$ cat src/rtl/fetch_stage.sv
// Instruction-fetch stage: owns the PC, drives the ROM address and fills the IF/ID register.
// Optional misaligned-redirect trap enabled with `define FETCH_MISALIGN_TRAP_EN.
module fetch_stage #(
   parameter int unsigned           DATA_WIDTH = 32,
   parameter logic [DATA_WIDTH-1:0] RESET_PC   = '0,
   parameter logic [DATA_WIDTH-1:0] NOP_INSTR  = DATA_WIDTH'(32'h0000_0013)
) (
   input  logic                  clk,
   input  logic                  rst,
   input  logic                  stall_i,
   input  logic                  flush_i,
   input  logic                  redirect_i,
   input  logic [DATA_WIDTH-1:0] redirect_target_i,
   input  logic [DATA_WIDTH-1:0] instr_i,
   output logic [DATA_WIDTH-1:0] pc_o,
   output logic                  if_id_valid_o,
   output logic [DATA_WIDTH-1:0] if_id_instr_o,
   output logic [DATA_WIDTH-1:0] if_id_pc_o,
   output logic [DATA_WIDTH-1:0] if_id_pc_plus4_o,
   output logic [31:0]           instr_count_o,
`ifdef FETCH_MISALIGN_TRAP_EN
   output logic                  misaligned_o,
`endif
   output logic [1:0]            state_o
);

   typedef enum logic [1:0] {
      BOOT    = 2'd0,
      RUN     = 2'd1,
      STALLED = 2'd2,
      TRAP    = 2'd3
   } state_t;

   localparam logic [DATA_WIDTH-1:0] PC_STEP  = DATA_WIDTH'(4);
   localparam logic [DATA_WIDTH-1:0] ALIGN_MK = ~DATA_WIDTH'(3);

   state_t                  state_p0;
   logic [DATA_WIDTH-1:0]   pc_p0;
   logic [DATA_WIDTH-1:0]   pc_plus4;
   logic [DATA_WIDTH-1:0]   redirect_pc;

   assign pc_plus4    = pc_p0 + PC_STEP;
   assign redirect_pc = redirect_target_i & ALIGN_MK;
   assign pc_o        = pc_p0;
   assign state_o     = state_p0;

`ifdef FETCH_MISALIGN_TRAP_EN
   logic misaligned_tgt;
   assign misaligned_tgt = |redirect_target_i[1:0];
`endif

   // Stage p0: PC register and IF/ID capture; a bubble keeps the old pc fields
   always_ff @(posedge clk) begin
      if (rst) begin
         pc_p0            <= RESET_PC;
         state_p0         <= BOOT;
         if_id_valid_o    <= 1'b0;
         if_id_instr_o    <= NOP_INSTR;
         if_id_pc_o       <= '0;
         if_id_pc_plus4_o <= '0;
         instr_count_o    <= '0;
`ifdef FETCH_MISALIGN_TRAP_EN
         misaligned_o     <= 1'b0;
`endif
      end else begin
         case (state_p0)
            BOOT: begin
               if_id_valid_o <= 1'b0;
               if_id_instr_o <= NOP_INSTR;
               state_p0      <= RUN;
            end
            RUN, STALLED: begin
               if (redirect_i) begin
                  if_id_valid_o <= 1'b0;
                  if_id_instr_o <= NOP_INSTR;
`ifdef FETCH_MISALIGN_TRAP_EN
                  if (misaligned_tgt) begin
                     misaligned_o <= 1'b1;
                     state_p0     <= TRAP;
                  end else begin
                     pc_p0    <= redirect_pc;
                     state_p0 <= RUN;
                  end
`else
                  pc_p0    <= redirect_pc;
                  state_p0 <= RUN;
`endif
               end else if (stall_i) begin
                  state_p0 <= STALLED;
                  if (flush_i) begin
                     if_id_valid_o <= 1'b0;
                     if_id_instr_o <= NOP_INSTR;
                  end
               end else begin
                  state_p0 <= RUN;
                  pc_p0    <= pc_plus4;
                  if (flush_i) begin
                     if_id_valid_o <= 1'b0;
                     if_id_instr_o <= NOP_INSTR;
                  end else begin
                     if_id_valid_o    <= 1'b1;
                     if_id_instr_o    <= instr_i;
                     if_id_pc_o       <= pc_p0;
                     if_id_pc_plus4_o <= pc_plus4;
                     instr_count_o    <= instr_count_o + 32'd1;
                  end
               end
            end
            TRAP: begin
               if_id_valid_o <= 1'b0;
               if_id_instr_o <= NOP_INSTR;
            end
         endcase
      end
   end

endmodule

$ cat config.mk
export PLATFORM = sky130hd
export DESIGN_NAME = fetch_stage
export DESIGN_NICKNAME = d
export VERILOG_FILES = /design/src/rtl/fetch_stage.sv
export SDC_FILE = /design/constraint.sdc
export NUM_CORES = 1
export LEC_CHECK = 0
export BUFFER_PORTS_ARGS = -buffer_cell sky130_fd_sc_hd__buf_2
export CAP_MARGIN = 20
export CORE_ASPECT_RATIO = 1.75
export CORE_MARGIN = 2
export CORE_UTILIZATION = 40
export CTS_BUF_LIST = sky130_fd_sc_hd__clkbuf_4 sky130_fd_sc_hd__clkbuf_8
export DETAILED_ROUTE_END_ITERATION = 8
export GPL_ROUTABILITY_DRIVEN = 1
export PLACE_DENSITY = 0.68
export REMOVE_ABC_BUFFERS = 1
export SYNTH_ARGS = -nofsm -noshare
export SYNTH_HDL_FRONTEND = slang
export SYNTH_SLANG_ARGS = --single-unit
export TNS_END_PERCENT = 50
$ cat constraint.sdc
create_clock -name clk -period 2.02 [get_ports clk]
set_clock_uncertainty 0.05 [all_clocks]
set_input_delay 0.404 -clock clk [delete_from_list [all_inputs] [get_ports clk]]
set_output_delay 0.404 -clock clk [all_outputs]
set_load 0.01 [all_outputs]
== Yosys cells after proc, flatten, opt, wreduce, memory -nomap -nowiden ==
Cells that the tools add are included.

* Register bits: 163
* Bits in latches: 0
* Memory bits (writable): 0
* Bits in read-only memories: 0
* Output and inout port bits: 163
* Memories: 0

* $add $sub $neg: 2
* Multipliers: 0
* Divide/modulo/power cells: 0
* Magnitude comparators: 0
* Eq/ne operators: 5
* Shifts and indexed selects: 0
* Muxes and demuxes: 15
* Bitwise logic cells: 3
* Reduce and logical (&&, ||, !) cells: 6

{| class="wikitable"
|+ Operator list
! cell !! number
|-
| $mux 32 || 6
|-
| $pmux 32 s2 || 1
|-
| $add 32x1->32 const B || 1
|-
| $add 32x3->32 const B || 1
|-
| $eq 2x2->1 const B || 2
|-
| $mux 1 || 4
|-
| $mux 2 || 2
|-
| $ne 4x4->1 const B || 1
|-
| $pmux 2 s2 || 1
|-
| $reduce_and 4->1 || 1
|-
| $reduce_or 2->1 || 2
|-
| $not 1->1 || 3
|-
| $eq 2x1->1 const B || 1
|-
| $logic_not 2->1 || 1
|-
| $ne 2x1->1 const B || 1
|-
| $pmux 1 s2 || 1
|-
| $reduce_and 2->1 || 1
|-
| $reduce_bool 2->1 || 1
|}

== Depth between registers and ports, before layout ==
Gate-level depths: netlist of run 1.

* Depth after elaboration: 4
* Depth in mapped cells: 7
* Gate-level depth less buffers: 6

== Worst setup path before layout of run 1 ==
Ideal clock, no wire load.

* Path kind: flip-flop to flip-flop
* Start: register pc_p0[2], in the netlist pc_o[2]
* End: register pc_p0[28], in the netlist pc_o[28]
* Arrival: 1989 ps
* Path slack: -152 ps
* Stages on the path, launching flop included: 7
* Path buffers: 0
* Clock period less this slack: 2172 ps
* Path through: dfxtp_1 > ha_1 > nand3_1 > or4_1 > nor3_2 > mux2i_1 > a31oi_1

* Word-level cells in the longest chain between the ends: 3

{| class="wikitable"
|+ Ends and longest elaborated chain
! what !! RTL line !! source
|-
| start, declared || 38 || <nowiki>logic [DATA_WIDTH-1:0] pc_p0;</nowiki>
|-
| start signal, assigned || 85 || <nowiki>pc_p0 <= redirect_pc;</nowiki>
|-
| start signal, assigned || 96 || <nowiki>pc_p0 <= pc_plus4;</nowiki>
|-
| $add 32x3->32 || 42 || <nowiki>assign pc_plus4 = pc_p0 + PC_STEP;</nowiki>
|-
| $mux 32 || 88 || <nowiki>end else if (stall_i) begin</nowiki>
|-
| $mux 32 || 73 || <nowiki>if (redirect_i) begin</nowiki>
|}

Every way passes these cells. The select of a mux whose other input is x is not followed.
A chain may end at the register's enable or synchronous reset.

== Worst setup path in the final report of run 1 ==
* Start: register state_p0[0], in the netlist state_o[0]
* End: register instr_count_o[24]

* Word-level cells in the longest chain between the ends: 3

{| class="wikitable"
|+ Ends and longest elaborated chain
! what !! RTL line !! source
|-
| start, declared || 37 || <nowiki>state_t state_p0;</nowiki>
|-
| start signal, assigned || 56 || <nowiki>state_p0 <= BOOT;</nowiki>
|-
| start signal, assigned || 70 || <nowiki>state_p0 <= RUN;</nowiki>
|-
| start signal, assigned || 86 || <nowiki>state_p0 <= RUN;</nowiki>
|-
| $eq 2x1->1 / $eq 2x2->1 (equally long branches) || 66 || <nowiki>case (state_p0)</nowiki>
|-
| $reduce_or 2->1 (*) || 66 ||
|-
| $reduce_and 4->1 (no source line) (*) || -- ||
|-
| end signal, assigned || 105 || <nowiki>instr_count_o <= instr_count_o + 32'd1;</nowiki>
|-
| end, declared || 20 || <nowiki>output logic [31:0] instr_count_o,</nowiki>
|}

Every way passes the cells marked *; elsewhere a longest branch is shown, timed or not.

==> out/qor.txt, run 1 <==
Status: finished with violations
Failing checks: setup timing
Worst reg2reg path startpoint: state_o[0]$_SDFFE_PP0P_
Number of max-cap violations: 0
DR WL/cell: 16.4 µm
Post-detail-place hpwl: 15,600 µm
Sw frac: 27.4%
Worst Setup Start Kind: flop
Cells after synthesis: 856
Fmax: 462 MHz
RSZ-0062 raised after global routing: yes
Hold Path Depth: 3
WL final: 22,400 µm
Most used DFF post-synth: dfxtp_1
Seq/Total Area, Yosys: 44.7%
Netlist cell types: 52
H-tree Lvls: 4
Clock Path Buffers: 2
Area of the multi-input gates: 3850 µm²
Worst Setup Path Type: flop to flop
Largest net degree at the start of global routing: 67
Top post-synthesis cells by count: dfxtp_1 (157), nand2_1 (115), nor2_1 (100), a21oi_1 (69), clkbuf_1 (64)
Full die area: 18,700 µm²
Max stage delay cell, worst path: dfxtp_2
Post-layout nets: 1,191
Area contributors post-synth: dfxtp_1 (45%), nand2_1 (6.1%), xnor2_1 (5.4%)
Worst flop-to-flop path endpoint: instr_count_o[24]$_SDFFE_PP0P_
Initial antenna violation count: 4
Combinational Power Share: 12.5%
EDFF count, synth: 0
Top Ports: 232
CP max stage delay: 0.34 ns
CTS tree: built
Vias in the first global route: 6,898
Vias per cell: 5.27
Leak Pwr: 4.32 nW
Post-route setup slack: -0.143 ns
Area Overhead vs Synth: 38.7%
Remaining Overflow, GRT: 0
Root Buffer: clkbuf_8
Pwr Density: 650 nW/µm²
Int Pwr: 4.61 mW
Average cell area after synthesis: 8.22 µm²
CP max FO: 8
HP Class: primary input to flop
Flop-to-flop setup slack: -0.14 ns
Sequential Power Share: 50.7%
Clock transition at path regs: 0.09 ns
Hold Vio Cnt, Final: 0
Pre-antenna DRT Iters: 6
Clock Power Share: 36.8%
Starting Density: 40.5%
Normalized max-slew margin: 57.2%
Final worst path period need: 2.16 ns
Post-route DRC: 0
CTS Sinks: 157
Switching pwr: 1.74 mW
First-pass GRT wire length: 35,100 µm
Worst reg2reg path depth: 8
Worst Setup End Kind: flop
Most frequent cell after synthesis: dfxtp_1
Mapped Area: 7040 µm²
Rows: 64
Peak supply drop: 0.466 mV
Core area: 17,400 µm²
Worst-skew pair later-pin latency: 0.46 ns
Design area: 9760 µm²
Yosys reg bits: 157
Seq. cell area: 3150 µm²
Dominant cell type by area after synthesis: dfxtp_1
Die H: 179 µm
CTS buffer count: 17
Pins Over Slew Limit: 0
FFs w/ async S/R, synth: 0%
Layout cells sized above 1: 35.7%
Syn. warnings: 0
Worst slew pin tran: 0.642 ns
Drt initial violations: 354
Cts hold-fix bufs: 0
Proportion of netlist area held by the largest area contributor: 44.7%
# fillers: 1,679
Gr usage total: 23.1%
Critical path origin: state_o[0]$_SDFFE_PP0P_
Hold EP: if_id_instr_o[1]$_SDFFE_PP1P_
Vias: 7,202
Placed inst area: 8830 µm²
Critical Path RT: 2.30 ns
GP Congestion: 0.827
Remaining antenna violation count: 0
WP data arrival: 2.45 ns
IO buf count: 223
Final worst path period share: 107%
Die Wd: 104 µm
Hold path startpoint: instr_i[1]
CP cell instances: ha_4, nor4b_4, buf_4, nand4_4, buf_12, nor4_4, xnor2_1, nor2_1
Final setup fails: 24
Core Util, Final: 56.2%
-- layout make-up --
type / instances / share of cell area [%]
timing repair buffer: 320 / 20.8
tap: 231 / 2.96
sequential: 157 / 32.3
clock inverter: 11 / 1.10
clock buffer: 21 / 2.90
inverter: 12 / 0.461
antenna: 3 / 0.0769
multi-input combinational: 611 / 39.5
-- sequential cells by signal, summed over array words and instances, names as in the netlist --
name              count
if_id_pc_o           30
if_id_valid_o         1
if_id_instr_o        32
state_o               2
instr_count_o        32
if_id_pc_plus4_o     30
pc_o                 30
-- placed cells by master (no fill, tap or decap), types with 6 or more instances in the layout --
cell and n:
dfxtp_2 6, nand4_1 15, o21ai_0 35, conb_1 6, nand3_1 24, and3_1 12, nor4_2 6, a211oi_1 8
nor2_1 99, xnor2_1 43, and4_1 7, nand2_1 115, buf_12 7, inv_1 11, buf_4 82, mux2i_1 7
buf_2 222, a21oi_1 68, nor3_4 8, dfxtp_1 151, nor3_1 12, xor2_1 10, a32o_1 6, a22o_1 6
or3_1 8, clkbuf_8 20, nor4_4 12, a22oi_1 34, a31oi_1 9
-- kinds of logic after synthesis --
group	after synthesis	synth area share, %
AOI/OAI and AO/OA	193	17.2
xor gates and xnor gates	53	6.60
adders and majority gates	3	0.533
buffers and inverters	93	5.48
DFF	157	44.7
muxes	7	0.996
other	1	0.0533
and+or+nand+nor	349	24.5
-- worst max-delay path: cells and delay by family, from the launching register on --
kind	cells	cell delay, ns
buffers and inverters	2	0.44
AND/OR/NAND/NOR	4	0.78
adder cells (fa/ha/maj)	1	0.26
flip-flops	1	0.34
XOR/XNOR	1	0.16
-- power groups by stage --
stage / registers [mW] / clock network, mW / logic (mW)
5_1_grt: 3.23 / 2.52 / 0.866
3_5_place_dp: 3.29 / 0 / 0.763
3_3_place_gp: 3.29 / 0 / 0.753
4_1_cts: 3.22 / 2.40 / 0.771
2_1_floorplan: 3.36 / 0 / 0.251
6_report: 3.22 / 2.33 / 0.796
-- repair_timing --
action / in CTS / in global routing
resized for setup: 24 / 45
endpoints found under the setup margin: 31 / 85
setup buffers: 2 / 9
cloned: 0 / 3
pin swaps: 7 / 27
-- stage by stage --
step / setup slack (ns) / power [mW] / hold WS, ns / setup TNS [ns] / cells
finish: -0.143 / 6.35 / 0.135 / -1.39 / 1366
global route: -0.193 / 6.62 / 0.109 / -3.75 / 1366
CTS: -0.0972 / 6.39 / 0.104 / -1.12 / 1351
detailed placement: -0.229 / 4.05 / 0.395 / -3.02 / 1317
global placement: -0.164 / 4.04 / 0.389 / -1.90 / 1317
floorplan: -3.54 / 3.62 / 0.423 / -295.27 / 780
-- worst max path at each step --
stage | endpoint | slack (ns) | depth (start not counted)
floorplan | instr_count_o[31]$_SDFFE_PP0P_ | -3.54 | 6
global placement | instr_count_o[28]$_SDFFE_PP0P_ | -0.16 | 8
detailed placement | instr_count_o[22]$_SDFFE_PP0P_ | -0.23 | 8
CTS | instr_count_o[24]$_SDFFE_PP0P_ | -0.1 | 8
global route | instr_count_o[24]$_SDFFE_PP0P_ | -0.19 | 8
finish | instr_count_o[24]$_SDFFE_PP0P_ | -0.14 | 8
-- layer usage --
| layer | wire (µm) | up-vias | GRT usage, % |
|---|---|---|---|
| met5 | 15 | - | 0 |
| met4 | 745 | 2 | 9.89 |
| met3 | 1090 | 44 | 5.40 |
| met2 | 11900 | 217 | 42.5 |
| met1 | 8570 | 3426 | 24.8 |
| li1 | - | 3513 | - |
Note: power is estimated with default switching activity, not from simulation.
==> run 2, diff against run 1 <==
Settings changed: CAP_MARGIN 20 to 25, PLACE_DENSITY 0.68 to 0.69.
==> run 2 against run 1 <==
  * The run still ends with setup timing left
  * Sequential power is essentially flat
  * Utilization decreased by 1.3 points
  * Final cell count is 0.59% lower
  * Via count shrank 0.93%
  * Maximum frequency up 4.7%
  * Non-clock buffer count decreased by 9
  * Largest cell class unchanged
  * Critical path type unchanged
  * Total power increased by 2.6%
  * Setup slack improved by 0.098 ns
==> out/qor.txt, run 2 (synthesis results as in run 1) <==
Status: finished with violations
Worst-skew pair later-pin latency: 0.46 ns (about the same)
Largest net degree at the start of global routing: 97 (+45%)
Gr usage total: 22.7% (-0.38 points)
Vias in the first global route: 6,740 (-2.3%)
HP Class: primary input to flop
Regs by FF count: if_id_instr_o: 32 flops, instr_count_o: 32 flops
Commonest non-fill, non-tap cell in the layout: buf_2
Remaining Overflow, GRT: 0 (unchanged)
Final worst path period need: 2.07 ns (-0.0976 ns)
Final hold slack: 0.120 ns (-0.0147 ns)
Critical Path RT: 2.30 ns (about the same)
Layout cells sized above 1: 34.3% (-1.4 points)
DP Cell Count: 1,318 (+0.076%)
Hold EP: if_id_instr_o[1]$_SDFFE_PP1P_
Cts hold-fix bufs: 0 (unchanged)
Starting Density: 40.5% (unchanged)
Hold path startpoint: instr_i[1]
Post-detail-place hpwl: 15,300 µm (-1.9%)
Vias: 7,135 (-0.93%)
WP data arrival: 2.35 ns (-0.10 ns)
Area Overhead vs Synth: 35.6%
Design area: 9540 µm² (-2.2%)
Failing checks: setup timing
Core Util, Final: 54.9% (-1.3 points)
Worst flop-to-flop path endpoint: instr_count_o[12]$_SDFFE_PP0P_
Fmax: 484 MHz (+4.7%)
CTS tree: built
Placed inst area: 8840 µm² (about the same)
Post-route setup slack: -0.0458 ns (+0.0976 ns)
Initial antenna violation count: 4 (unchanged)
Core area: 17,400 µm² (unchanged)
Clock transition at path regs: 0.10 ns (about the same)
Peak supply drop: 0.435 mV (-6.6%)
Remaining antenna violation count: 0 (unchanged)
Hold Vio Cnt, Final: 0 (unchanged)
CP max FO: 8 (unchanged)
Number of max-cap violations: 0 (unchanged)
Worst Setup Path Type: flop to flop
Worst Setup End Kind: flop
Die H: 179 µm (unchanged)
Post-route DRC: 0 (unchanged)
IO buf count: 223 (unchanged)
Root Buffer: clkbuf_8
Top Ports: 232 (unchanged)
CTS buffer count: 17 (unchanged)
DR WL/cell: 16.0 µm (-2.3%)
Pwr Density: 683 nW/µm² (+4.9%)
Leak Pwr: 4.12 nW (-4.8%)
H-tree Lvls: 4 (unchanged)
Drt initial violations: 380 (+7.3%)
GP Congestion: 0.827 (about the same)
Worst Setup Start Kind: flop
Rows: 64 (unchanged)
Final Instance Count excl. Fillers: 1,358 (-0.59%)
Full die area: 18,700 µm² (unchanged)
Vias per cell: 5.25 (-0.35%)
Commonest non-fill, non-tap cells in the layout: buf_2 (222), dfxtp_1 (155), nand2_1 (115)
Flop-to-flop setup slack: -0.05 ns (+0.10 ns)
Post-layout nets: 1,182 (-0.76%)
Pre-antenna DRT Iters: 5 (-1)
CTS Sinks: 157 (unchanged)
Worst reg2reg path depth: 8 (unchanged)
Pins Over Slew Limit: 0 (unchanged)
First-pass GRT wire length: 34,700 µm (-1.2%)
Die Wd: 104 µm (unchanged)
Final worst path period share: 102% (-4.8 points)
Clock Path Buffers: 2 (unchanged)
Hold Path Depth: 3 (unchanged)
Final Power: 6.51 mW (+2.6%)
RSZ-0062 raised after global routing: yes
Final setup fails: 4 (-83%)
WL final: 21,700 µm (-2.9%)
Worst reg2reg path startpoint: state_o[0]$_SDFFE_PP0P_
run 2: cell types whose count changed in the layout (fill, tap and decap cells not counted), moves of 3 or more:
| cell | delta |
|---|---|
| buf_4 | -5 |
| nor3_1 | +7 |
| nor3_4 | -7 |
| nor4_2 | +3 |
| dfxtp_2 | -4 |
| nand3_2 | +3 |
| clkinvlp_4 | -4 |
| dfxtp_1 | +4 |
| inv_6 | +4 |
| clkbuf_8 | -3 |
run 2: worst max-delay path by stage:
stage | from | to | slack, ns
global route | state_o[0]$_SDFFE_PP0P_ | instr_count_o[16]$_SDFFE_PP0P_ | -0.12
finish | state_o[0]$_SDFFE_PP0P_ | instr_count_o[12]$_SDFFE_PP0P_ | -0.05
CTS | state_o[0]$_SDFFE_PP0P_ | instr_count_o[20]$_SDFFE_PP0P_ | -0.05
floorplan | state_o[0]$_SDFFE_PP0P_ | instr_count_o[31]$_SDFFE_PP0P_ | -3.54
detailed placement | redirect_i | instr_count_o[20]$_SDFFE_PP0P_ | -0.11
global placement | redirect_i | instr_count_o[22]$_SDFFE_PP0P_ | -0.09
run 2: timing repair:
| item | in CTS | in global routing |
|---|---|---|
| pin swaps | 1 | 16 |
| gates cloned | 0 | 2 |
| resized for setup | 20 | 19 |
| endpoints found under the setup margin | 19 | 52 |
| setup buffers | 0 | 2 |
run 2: routing by layer:
metal  track usage (%)  vias to the layer above  share of wire [%]
li1                  -                     3501                  -
met1              25.9                     3373                 40
met2              41.0                      227                 52
met3              4.60                       34                5.0
met4              8.76                        0                2.7
met5                 0                        -                  0
run 2: power by group:
part	internal [mW]	total (mW)	leakage (nW)	switching (mW)
sequential	3.17	3.22	1.27	0.0466
combinational	0.328	0.780	2.64	0.451
clock	1.16	2.52	0.207	1.36
run 2: stage by stage:
| step | setup slack [ns] | setup TNS [ns] |
|---|---|---|
| after floorplan | -3.54 | -295.27 |
| after global placement | -0.0907 | -0.857 |
| after detailed placement | -0.109 | -1.12 |
| after CTS | -0.0452 | -0.461 |
| after global routing | -0.125 | -1.22 |
| final | -0.0458 | -0.146 |
run 2: area by class of cell:
class | instances | area [µm²]
diodes | 4 | 10.0
repair buffers | 311 | 1900
multi-input cells | 611 | 3740
well taps | 231 | 289
clock inverters | 14 | 169
flip-flops and latches | 157 | 3150
inverters | 12 | 45.0
clock buffers | 18 | 241
fillers | 1674 | 7830
run 2: critical path, stage by stage (launching register included):
cell and delay, ns:
dfxtp_2 0.35, ha_4 0.27, nor4b_4 0.22, buf_4 0.22
nand4_4 0.15, clkbuf_16 0.21, nor3_1 0.26, xnor2_1 0.15
nor2_1 0.05
==> run 3, diff against run 2 <==
Settings changed: ABC_AREA set to 1, CAP_MARGIN 25 to not set, TNS_END_PERCENT 50 to 10.
==> run 3 against run 2 <==
  * The flow now finishes without violations
  * Flip-flop and latch count did not move
  * Count of clock-buffer cells in the layout fell by 1
  * Sequential share of layout area rose by 1.8 points
  * Setup slack improved by 0.22 ns
  * Die area rose by 2.3%
  * Largest power group unchanged
  * Global-route usage fell by 0.43 points
==> out/qor.txt, run 3 <==
Largest net degree at the start of global routing: 62 (-36%)
Core Util, Final: 50.8% (-4.1 points)
Most used DFF post-synth: dfxtp_1
Dpl ws: 0.139 ns (+0.248 ns)
RSZ-0062 raised after global routing: yes
Die Wd: 105 µm (+1.1%)
Worst reg2reg path depth: 11 (+3)
Remaining Overflow, GRT: 0 (unchanged)
First-pass GRT wire length: 34,100 µm (-1.5%)
Design area: 9040 µm² (-5.2%)
Worst Setup End Kind: flop
Peak supply drop: 0.424 mV (-2.5%)
Final setup fails: 0 (-4)
Hold Vio Cnt, Final: 0 (unchanged)
Area contributors post-synth: dfxtp_1 (44%), nand2_1 (12%), nor2_1 (9.3%)
Worst-skew pair later-pin latency: 0.46 ns (about the same)
Pins Over Slew Limit: 0 (unchanged)
Vias per cell: 4.91 (-6.6%)
Average cell area after synthesis: 6.93 µm² (-16%)
Post-route setup slack: 0.172 ns (+0.218 ns)
Worst flop-to-flop path endpoint: instr_count_o[30]$_SDFFE_PP0P_
Mapped Area: 7200 µm² (+2.4%)
Final hold slack: 0.125 ns (+0.00440 ns)
CTS tree: built
Post-layout nets: 1,324 (+12%)
Core area: 17,800 µm² (+2.5%)
Adder-Cell Fraction of Synth Area: 0.521% (-0.012 points)
Vias: 7,364 (+3.2%)
Remaining antenna violation count: 0 (unchanged)
Worst slew pin tran: 0.737 ns
Dominant cell type by area after synthesis: dfxtp_1
Clock Path Buffers: 2 (unchanged)
Hold EP: if_id_instr_o[0]$_SDFFE_PP1P_
Simple-gate share of the synthesized area: 29.1% (+4.6 points)
H-tree Lvls: 4 (unchanged)
Initial antenna violation count: 1 (-3)
IO buf count: 223 (unchanged)
WP data arrival: 2.20 ns (-0.15 ns)
Top Ports: 232 (unchanged)
Full die area: 19,100 µm² (+2.3%)
Area Overhead vs Synth: 25.5%
Fmax: 541 MHz (+12%)
Syn. warnings: 0 (unchanged)
Top post-synthesis cells by count: nand2_1 (230), nor2_1 (178), dfxtp_1 (157), a21oi_1 (116), o21ai_0 (92)
Worst Setup Path Type: flop to flop
Final worst path period share: 91.5% (-11 points)
GP Congestion: 0.845 (+2.2%)
Most frequent cell after synthesis: nand2_1
Multiplexer share of the synthesized area: 0% (-1.0 points)
Netlist cell types: 38 (-27%)
Gr usage total: 22.3% (-0.43 points)
Starting Density: 40.4% (-0.053 points)
Final worst path period need: 1.85 ns (-0.218 ns)
Rows: 65 (+1.6%)
CTS buffer count: 17 (unchanged)
HP Class: primary input to flop
Compound-cell area share of the yosys netlist: 16.5% (-0.66 points)
Largest family of logic cells by synthesized area: simple AND/OR/NAND/NOR gates
Root Buffer: clkbuf_8
Number of max-cap violations: 0 (unchanged)
Post-detail-place hpwl: 15,300 µm (+0.37%)
Regs by FF count: if_id_instr_o: 32 flops, instr_count_o: 32 flops
Clock transition at path regs: 0.10 ns (about the same)
Cells after synthesis: 1,039 (+21%)
Normalized max-slew margin: 50.9%
Placed inst area: 8600 µm² (-2.6%)
Proportion of netlist area held by the largest area contributor: 43.6% (-1.0 points)
Worst Setup Start Kind: flop
Layout cells sized above 1: 24.8% (-9.5 points)
Status: finished clean
Commonest non-fill, non-tap cell in the layout: nand2_1
Flop-to-flop setup slack: 0.17 ns (+0.22 ns)
Pwr Density: 726 nW/µm² (+6.4%)
Leak Pwr: 4.23 nW (+2.9%)
EDFF count, synth: 0 (unchanged)
Vias in the first global route: 6,950 (+3.1%)
Commonest non-fill, non-tap cells in the layout: nand2_1 (230), buf_2 (223), nor2_1 (177)
Pre-antenna DRT Iters: 4 (-1)
WL final: 21,500 µm (-0.95%)
FFs w/ async S/R, synth: 0% (unchanged)
Worst reg2reg path startpoint: state_o[0]$_SDFFE_PP0P_
Drt initial violations: 363 (-4.5%)
Seq/Total Area, Yosys: 43.6% (-1.0 points)
Hold path startpoint: instr_i[0]
Yosys reg bits: 157 (unchanged)
Xor/xnor cell area share of the yosys netlist: 2.28% (-4.3 points)
CP max FO: 7 (-1)
Post-route DRC: 0 (unchanged)
CTS Sinks: 157 (unchanged)
Hold Path Depth: 3 (unchanged)
DR WL/cell: 14.3 µm (-10%)
Die H: 182 µm (+1.1%)
Critical Path RT: 2.37 ns (+0.07 ns)
## run 3: changes by cell type after synthesis, moves of 34 or more
cell	change
nand2_1	+115
nor2_1	+78
a21oi_1	+47
inv_1	+69
o21ai_0	+57
a22oi_1	-34
xnor2_1	-38
clkbuf_1	-35
## run 3: repair_timing
item,4_1_cts,5_1_grt
gates resized for setup,0,2
setup endpoints to repair,0,7
hold endpoints to repair,0,0
hold buffers,0,0
buffers inserted,0,1
## run 3: layout make-up
cell class / count / area, µm²
fillers: 1834 / 8770
multi-input cells: 747 / 3520
flip-flops and latches: 157 / 3140
repair buffers: 243 / 1350
inverters: 86 / 323
well taps: 234 / 293
clock buffers: 17 / 234
clock inverters: 15 / 174
diodes: 1 / 2.50
## run 3: worst max-delay path by stage
stage / start / endpoint / slack, ns / depth (start not counted)
floorplan: redirect_i / instr_count_o[20]$_SDFFE_PP0P_ / -0.78 / 8
global placement: state_o[0]$_SDFFE_PP0P_ / instr_count_o[30]$_SDFFE_PP0P_ / 0.20 / 11
detailed placement: state_o[0]$_SDFFE_PP0P_ / instr_count_o[30]$_SDFFE_PP0P_ / 0.14 / 11
CTS: state_o[0]$_SDFFE_PP0P_ / instr_count_o[30]$_SDFFE_PP0P_ / 0.11 / 11
global route: state_o[0]$_SDFFE_PP0P_ / instr_count_o[30]$_SDFFE_PP0P_ / -0.01 / 11
finish: state_o[0]$_SDFFE_PP0P_ / instr_count_o[30]$_SDFFE_PP0P_ / 0.17 / 11
## run 3: cell families after synthesis
kind of cell | count (synthesis)
AND/OR/NAND/NOR | 489
AO/OA/AOI/OAI | 232
flip-flops | 157
buffers and inverters | 140
XOR/XNOR | 17
adder cells (fa/ha/maj) | 3
other | 1
## run 3: per-stage QoR
step	setup TNS, ns	total power, mW	std cells
after floorplan	-38.46	3.79	990
after global placement	0	4.18	1466
after detailed placement	0	4.19	1466
after CTS	0	6.65	1498
after global routing	-0.0148	6.88	1500
final	0	6.57	1500
## run 3: routing by layer
metal	GRT usage, %	part of all wire (%)	up-vias
li1	-	-	3741
met4	9.44	2.8	0
met1	23.4	39	3383
met5	0	0	-
met2	42.8	55	205
met3	3.48	3.8	35
## run 3: critical path, stage by stage, from the launching register on
cell	delay (ns)
dfxtp_1	0.35
ha_1	0.31
inv_2	0.05
nor2_2	0.13
nand2_2	0.15
nor2_1	0.17
nand2_1	0.11
nor2_4	0.19
nand3_1	0.10
nand2_1	0.07
inv_1	0.04
nor2_1	0.08
## run 3: report_power, final
part / leakage, nW / internal [mW] / switching (mW)
sequential: 1.28 / 3.21 / 0.132
clock: 0.194 / 1.14 / 1.32
combinational: 2.76 / 0.298 / 0.475
total: 4.23 / 4.65 / 1.92
